`src/rtl/switch_inv_if.sv`:
```
// Stream and status bundle for the switch_inv preimage engine.
// The err member exists only when SWITCH_INV_ERR_EN is defined.
interface switch_inv_if;
    logic        start;
    logic [2:0]  target;
    logic        match_ready;
    logic        busy;
    logic        match_valid;
    logic [3:0]  match_idx;
    logic [15:0] mask;
    logic [4:0]  count;
    logic        done;
`ifdef SWITCH_INV_ERR_EN
    logic        err;
`endif

    modport master (
        output start, target, match_ready,
        input  busy, match_valid, match_idx, mask, count, done
`ifdef SWITCH_INV_ERR_EN
        , input err
`endif
    );

    modport slave (
        input  start, target, match_ready,
        output busy, match_valid, match_idx, mask, count, done
`ifdef SWITCH_INV_ERR_EN
        , output err
`endif
    );
endinterface

```
`src/rtl/switch_inv.sv`:
```
// switch_inv: preimage engine for the 4->3 switch map F, scanning i = 0..15 for F(i) == target.
// Optional macro SWITCH_INV_ERR_EN adds a sticky err flag for start requests seen while busy.
module switch_inv #(
    parameter int EMIT_EN = 1
) (
    input  logic        clk,
    input  logic        rst_n,
    switch_inv_if.slave bus
);

    typedef enum logic [1:0] {IDLE, SCAN, HOLD} state_t;

    state_t      state_q, state_d;
    logic [3:0]  cand_q, cand_d;
    logic [2:0]  tgt_q, tgt_d;
    logic [15:0] mask_q, mask_d;
    logic [4:0]  count_q, count_d;
    logic [3:0]  idx_q, idx_d;
    logic        valid_q, valid_d;
    logic        done_q, done_d;
    logic        hit;

    // Forward map evaluated at 32 bits, then truncated to the 3-bit code.
    function automatic logic [2:0] f_map(input logic [3:0] i);
        int unsigned x;
        int unsigned r;
        x = 32'(i);
        if (x <= 32'd3)
            r = (2 * x + 32'd7) % 32'd6;
        else if (x <= 32'd10)
            r = (3 * x + 32'd2) % 32'd8;
        else
            r = x / 32'd3;
        return 3'(r);
    endfunction

    always_ff @(posedge clk or negedge rst_n) begin
        if (!rst_n) begin
            state_q <= IDLE;
            cand_q  <= '0;
            tgt_q   <= '0;
            mask_q  <= '0;
            count_q <= '0;
            idx_q   <= '0;
            valid_q <= 1'b0;
            done_q  <= 1'b0;
        end else begin
            state_q <= state_d;
            cand_q  <= cand_d;
            tgt_q   <= tgt_d;
            mask_q  <= mask_d;
            count_q <= count_d;
            idx_q   <= idx_d;
            valid_q <= valid_d;
            done_q  <= done_d;
        end
    end

    always_comb begin
        state_d = state_q;
        cand_d  = cand_q;
        tgt_d   = tgt_q;
        mask_d  = mask_q;
        count_d = count_q;
        idx_d   = idx_q;
        valid_d = valid_q;
        done_d  = 1'b0;
        hit     = (f_map(cand_q) == tgt_q);
        case (state_q)
            IDLE: begin
                if (bus.start) begin
                    tgt_d   = bus.target;
                    cand_d  = '0;
                    mask_d  = '0;
                    count_d = '0;
                    state_d = SCAN;
                end
            end
            SCAN: begin
                if (hit) begin
                    mask_d[cand_q] = 1'b1;
                    count_d        = count_q + 5'd1;
                end
                // Without the stream a match is recorded and the scan simply moves on.
                if (hit && (EMIT_EN != 0)) begin
                    idx_d   = cand_q;
                    valid_d = 1'b1;
                    state_d = HOLD;
                end else if (cand_q == 4'd15) begin
                    state_d = IDLE;
                    done_d  = 1'b1;
                end else begin
                    cand_d = cand_q + 4'd1;
                end
            end
            HOLD: begin
                if (valid_q && bus.match_ready) begin
                    valid_d = 1'b0;
                    if (cand_q == 4'd15) begin
                        state_d = IDLE;
                        done_d  = 1'b1;
                    end else begin
                        cand_d  = cand_q + 4'd1;
                        state_d = SCAN;
                    end
                end
            end
            default: state_d = IDLE;
        endcase
    end

    assign bus.busy        = (state_q != IDLE);
    assign bus.match_valid = valid_q;
    assign bus.match_idx   = idx_q;
    assign bus.mask        = mask_q;
    assign bus.count       = count_q;
    assign bus.done        = done_q;

`ifdef SWITCH_INV_ERR_EN
    logic err_q, err_d;

    // Sticky until the next accepted start; a rejected start changes nothing else.
    always_comb begin
        err_d = err_q;
        if (bus.start) begin
            if (state_q == IDLE)
                err_d = 1'b0;
            else
                err_d = 1'b1;
        end
    end

    always_ff @(posedge clk or negedge rst_n) begin
        if (!rst_n)
            err_q <= 1'b0;
        else
            err_q <= err_d;
    end

    assign bus.err = err_q;
`endif

endmodule
```
`src/flat_wrapper.sv`:
```
// flat-port wrapper written by rule: the top's interface ports become plain ports
module switch_inv_flat 
#(
    parameter int EMIT_EN = 1
)
  (clk, rst_n, bus_start, bus_target, bus_match_ready, bus_busy, bus_match_valid, bus_match_idx, bus_mask, bus_count, bus_done);
  switch_inv_if bus_i ();
  input  logic clk;
  input  logic rst_n;
  input wire logic [$bits(bus_i.start)-1:0] bus_start;
  input wire logic [$bits(bus_i.target)-1:0] bus_target;
  input wire logic [$bits(bus_i.match_ready)-1:0] bus_match_ready;
  output wire logic [$bits(bus_i.busy)-1:0] bus_busy;
  output wire logic [$bits(bus_i.match_valid)-1:0] bus_match_valid;
  output wire logic [$bits(bus_i.match_idx)-1:0] bus_match_idx;
  output wire logic [$bits(bus_i.mask)-1:0] bus_mask;
  output wire logic [$bits(bus_i.count)-1:0] bus_count;
  output wire logic [$bits(bus_i.done)-1:0] bus_done;
  assign bus_i.start = bus_start;
  assign bus_i.target = bus_target;
  assign bus_i.match_ready = bus_match_ready;
  assign bus_busy = bus_i.busy;
  assign bus_match_valid = bus_i.match_valid;
  assign bus_match_idx = bus_i.match_idx;
  assign bus_mask = bus_i.mask;
  assign bus_count = bus_i.count;
  assign bus_done = bus_i.done;
  switch_inv #(.EMIT_EN(EMIT_EN)) u_core (.clk(clk), .rst_n(rst_n), .bus(bus_i));
endmodule
```
`config.mk`:
```
export PLATFORM = sky130hd
export DESIGN_NAME = switch_inv_flat
export DESIGN_NICKNAME = d
export VERILOG_FILES = /design/src/rtl/switch_inv_if.sv /design/src/rtl/switch_inv.sv /design/src/flat_wrapper.sv
export SDC_FILE = /design/constraint.sdc
export NUM_CORES = 1
export LEC_CHECK = 0
export BUFFER_PORTS_ARGS = -buffer_cell sky130_fd_sc_hd__buf_2
export CAP_MARGIN = 20
export CELL_PAD_IN_SITES_DETAIL_PLACEMENT = 1
export CELL_PAD_IN_SITES_GLOBAL_PLACEMENT = 1
export CORE_ASPECT_RATIO = 0.6
export CORE_UTILIZATION = 44
export CTS_CLUSTER_DIAMETER = 80
export CTS_CLUSTER_SIZE = 25
export DETAILED_ROUTE_END_ITERATION = 7
export PLACE_DENSITY_LB_ADDON = 0.08
export RECOVER_POWER = 25
export SLEW_MARGIN = 20
export SYNTH_ARGS = -nofsm -noshare
export SYNTH_HDL_FRONTEND = slang
export SYNTH_SLANG_ARGS = --single-unit
```
`constraint.sdc`:
```
create_clock -name clk -period 5 [get_ports clk]
set_input_delay 0.5 -clock clk [delete_from_list [all_inputs] [get_ports clk]]
set_output_delay 0.5 -clock clk [all_outputs]
set_load 0.1 [all_outputs]
```
==> metrics.cfg <==
[place]
hpwl_mm=5.29
placedInstanceArea_sq_um=2670
place.gp.congestion=0.835
portBuffers=34

[power]
p_leak_nw=1.33
power_density_nw_per_um2=712
irDropWorstVdd_v=0.000397

[routing]
drtPass1Iterations=8
drtIter0Drc=91
vias=2171
drc_errors=2
ant_nets=0
routedWlPerCell_microns=19.9
met3_length_microns=251
wl_met2_mm=2.83
postRouteWirelength_mm=6.95
drt-met1-wl_mm=3.85
via_per_inst=6.22
topRoutingLayerUsed=met4

[synthesis]
synth-seq-cells=36
postSynthCellCount=252
yosys-top-cells-count=36 x dfrtp_1, 19 x nand2_1, 17 x a32o_1, 17 x ha_1, 17 x nor2_1
synth_top_family_by_area=compound AO/OA/AOI/OAI gates
synth_area_sq_um=2460
yosysUniqueCellTypes=62
ys_async_sr_fraction=1.00
synth_fa_ha_area_frac=0.0865
syn_avg_cell_area_sq_um=9.76
synth.area.mux_share=0.0656
yosys_warnings=0
yosys.area.top_type=dfrtp_1
ys.flop_type=dfrtp_1
synth_compound_area_frac=0.243
synth_xor_area_frac=0.0142
synth_area_leaders=dfrtp_1 37%, ha_1 8.6%, a32o_1 6.9%, mux2_2 4.1%, nand2_1 2.9%
synth_most_common_cell=dfrtp_1
synth_top_area_share=0.366
synth_seq_area_share=0.366
synth_nets=276
synth-edff-count=0
synth-simple-area-share=0.177

[global_route]
grt_max_degree=37
gr-total-overflow=0
grtUsageTotal=0.256
grt_pass1_wl_mm=11.5
antenna_found_initial=0
grt_pass1_vias=2073

[timing]
slew_viol_final=37
slew-limit-headroom=-0.279
setup_viol=0
tightestPinTransition_ps=1920
rsz0062_at_grt=false
finalClockSkew_ps=5.01
setup-tns-final_ps=0
period_share=0.894
fin_crit_ps=4470
finalHoldViolCount=0
max_freq_mhz=224

[cells_and_area]
antennaDiodeCount=0
drive_gt1_frac=0.237
ff_latch_area_sq_um=901
final_area_sq_um=2780
nets=306
fill_cells=592
multi_input_area_sq_um=1450
area.growth.synth_to_final_pct=13.1

[status]
violations=design-rule violations, max-capacitance violations, max-slew violations
status=finished with violations

[setup_path]
worstPathRequired_ps=5220
rrSetupSlack_ps=530
crit_arrival_ps=4690
worst-path-max-fanout=11
reg2regPathDepth=14
path_class=reg -> reg
reg2reg_to=u_core.bus.count[3]
worstSetupEndpointType=flip-flop
startpoint_type=flip-flop
r2r-start=u_core.cand_q[1]

[cts]
insertion_delay_ps=290
htreeDepth=2
cts_made_buffers=5
clkSinkCount=36
clockRootBuffer=clkbuf_8
cts_buffer_depth=2
cts_tree=built
clk_pin_slew_ps=80

[floorplanning]
dieWidth_microns=98.5
die_y_microns=59.9
core_area_sq_um=5230
rows=20
initial_utilization=0.470
die_area_sq_um=5900
pin_count=35

[min_path]
whs_endpoint=u_core.tgt_q[2]
hold_class=in -> reg
worstHoldPathCells=2
worstHoldStart=bus_target[2]

[flow_run]
cap_viol_max_count=1

## cell families after synthesis
kind of cell             Yosys count
multiplexers                      14
AND/OR/NAND/NOR                   82
buffers and inverters             26
flip-flops                        36
adder cells (fa/ha/maj)           17
AO/OA/AOI/OAI                     73
XOR/XNOR                           4
## worst max-delay path by stage
stage	end	from	cells after the start	slack, ps
6_report	u_core.bus.count[3]	u_core.cand_q[1]	14	530
5_1_grt	u_core.bus.count[3]	u_core.cand_q[1]	14	170
4_1_cts	u_core.bus.count[3]	u_core.cand_q[1]	14	390
3_5_place_dp	u_core.bus.count[3]	u_core.cand_q[1]	14	430
3_3_place_gp	u_core.bus.count[3]	u_core.cand_q[1]	14	650
2_1_floorplan	u_core.state_q[0]	u_core.cand_q[0]	15	1240
## what timing repair did
item | in CTS | in global routing
buffers inserted | 0 | 0
setup endpoints to repair | 0 | 1
gates resized for setup | 0 | 1
hold endpoints to repair | 0 | 0
hold buffers | 0 | 0
## area by class of cell
type                            instances  share of cell area
Sequential cell                        36               0.324
Clock buffer                            5              0.0247
Multi-Input combinational cell        190               0.520
Clock inverter                          3              0.0153
Tap cell                               66              0.0297
Inverter                               11              0.0148
Timing Repair Buffer                   38              0.0715
## registers in the layout, summed over array words and instances (netlist names)
register / cells
u_core.bus.mask: 16
u_core.bus.count: 5
u_core.bus.match_idx: 4
u_core.cand_q: 4
u_core.tgt_q: 3
u_core.state_q: 2
u_core.bus.done: 1
u_core.bus.match_valid: 1
## power by group
| group | switching, mW | internal, mW | total [mW] |
|---|---|---|---|
| Sequential | 0.0639 | 0.357 | 0.420 |
| Combinational | 0.911 | 0.389 | 1.30 |
| Clock | 0.113 | 0.148 | 0.260 |
## routing by layer
layer	track usage	vias up
met2	0.353	46
li1	-	1013
met4	0.0320	0
met3	0.0456	2
met1	0.415	1110
met5	0	-
## cells in the final DEF, fill, tap and decap left out, types with 2 or more instances in the layout
| cell type | n |
|---|---|
| nor2b_1 | 3 |
| inv_1 | 10 |
| a22o_1 | 3 |
| and3_1 | 3 |
| ha_1 | 17 |
| o21ai_0 | 8 |
| and2_1 | 3 |
| clkbuf_8 | 5 |
| nand2b_1 | 5 |
| mux2i_1 | 3 |
| or2_2 | 2 |
| nor3_2 | 2 |
| a31oi_1 | 3 |
| nand3_1 | 6 |
| a221oi_1 | 2 |
| a41o_1 | 2 |
| xor2_1 | 2 |
| nor3_1 | 6 |
| a21o_1 | 3 |
| buf_4 | 4 |
| a32o_1 | 17 |
| a41oi_1 | 2 |
| o211ai_1 | 3 |
| mux2_2 | 9 |
| mux2_4 | 2 |
| nor2_1 | 17 |
| xnor2_1 | 2 |
| nand2_1 | 19 |
| nand4_1 | 6 |
| buf_2 | 33 |
| a21oi_1 | 9 |
| dfrtp_1 | 36 |
| a211oi_1 | 2 |
| a22oi_1 | 3 |
## per-stage QoR
stage                     power [mW]  hold slack (ps)  worst slack (ps)  cells   util
after floorplan                 1.45              204              1240    252      -
after global placement          1.68              471               648    341  0.510
after detailed placement        1.70              479               433    341  0.510
after CTS                       1.97              316               391    349  0.531
after global routing            2.10              442               167    349  0.532
final                           1.98              434               529    349  0.532
## worst max-delay path, cell delays in order, from the launching register on
cell and delay, ps:
dfrtp_1 550, inv_1 170, ha_1 290, a21oi_1 360, xnor2_1 110, ha_1 210
a211o_1 320, nor3_2 320, nor4_2 120, a311oi_2 330, nor3_1 120, a2111oi_4 570
nand3_2 340, or3_1 440, a21boi_1 140
Power figures use the tool's default switching activity.
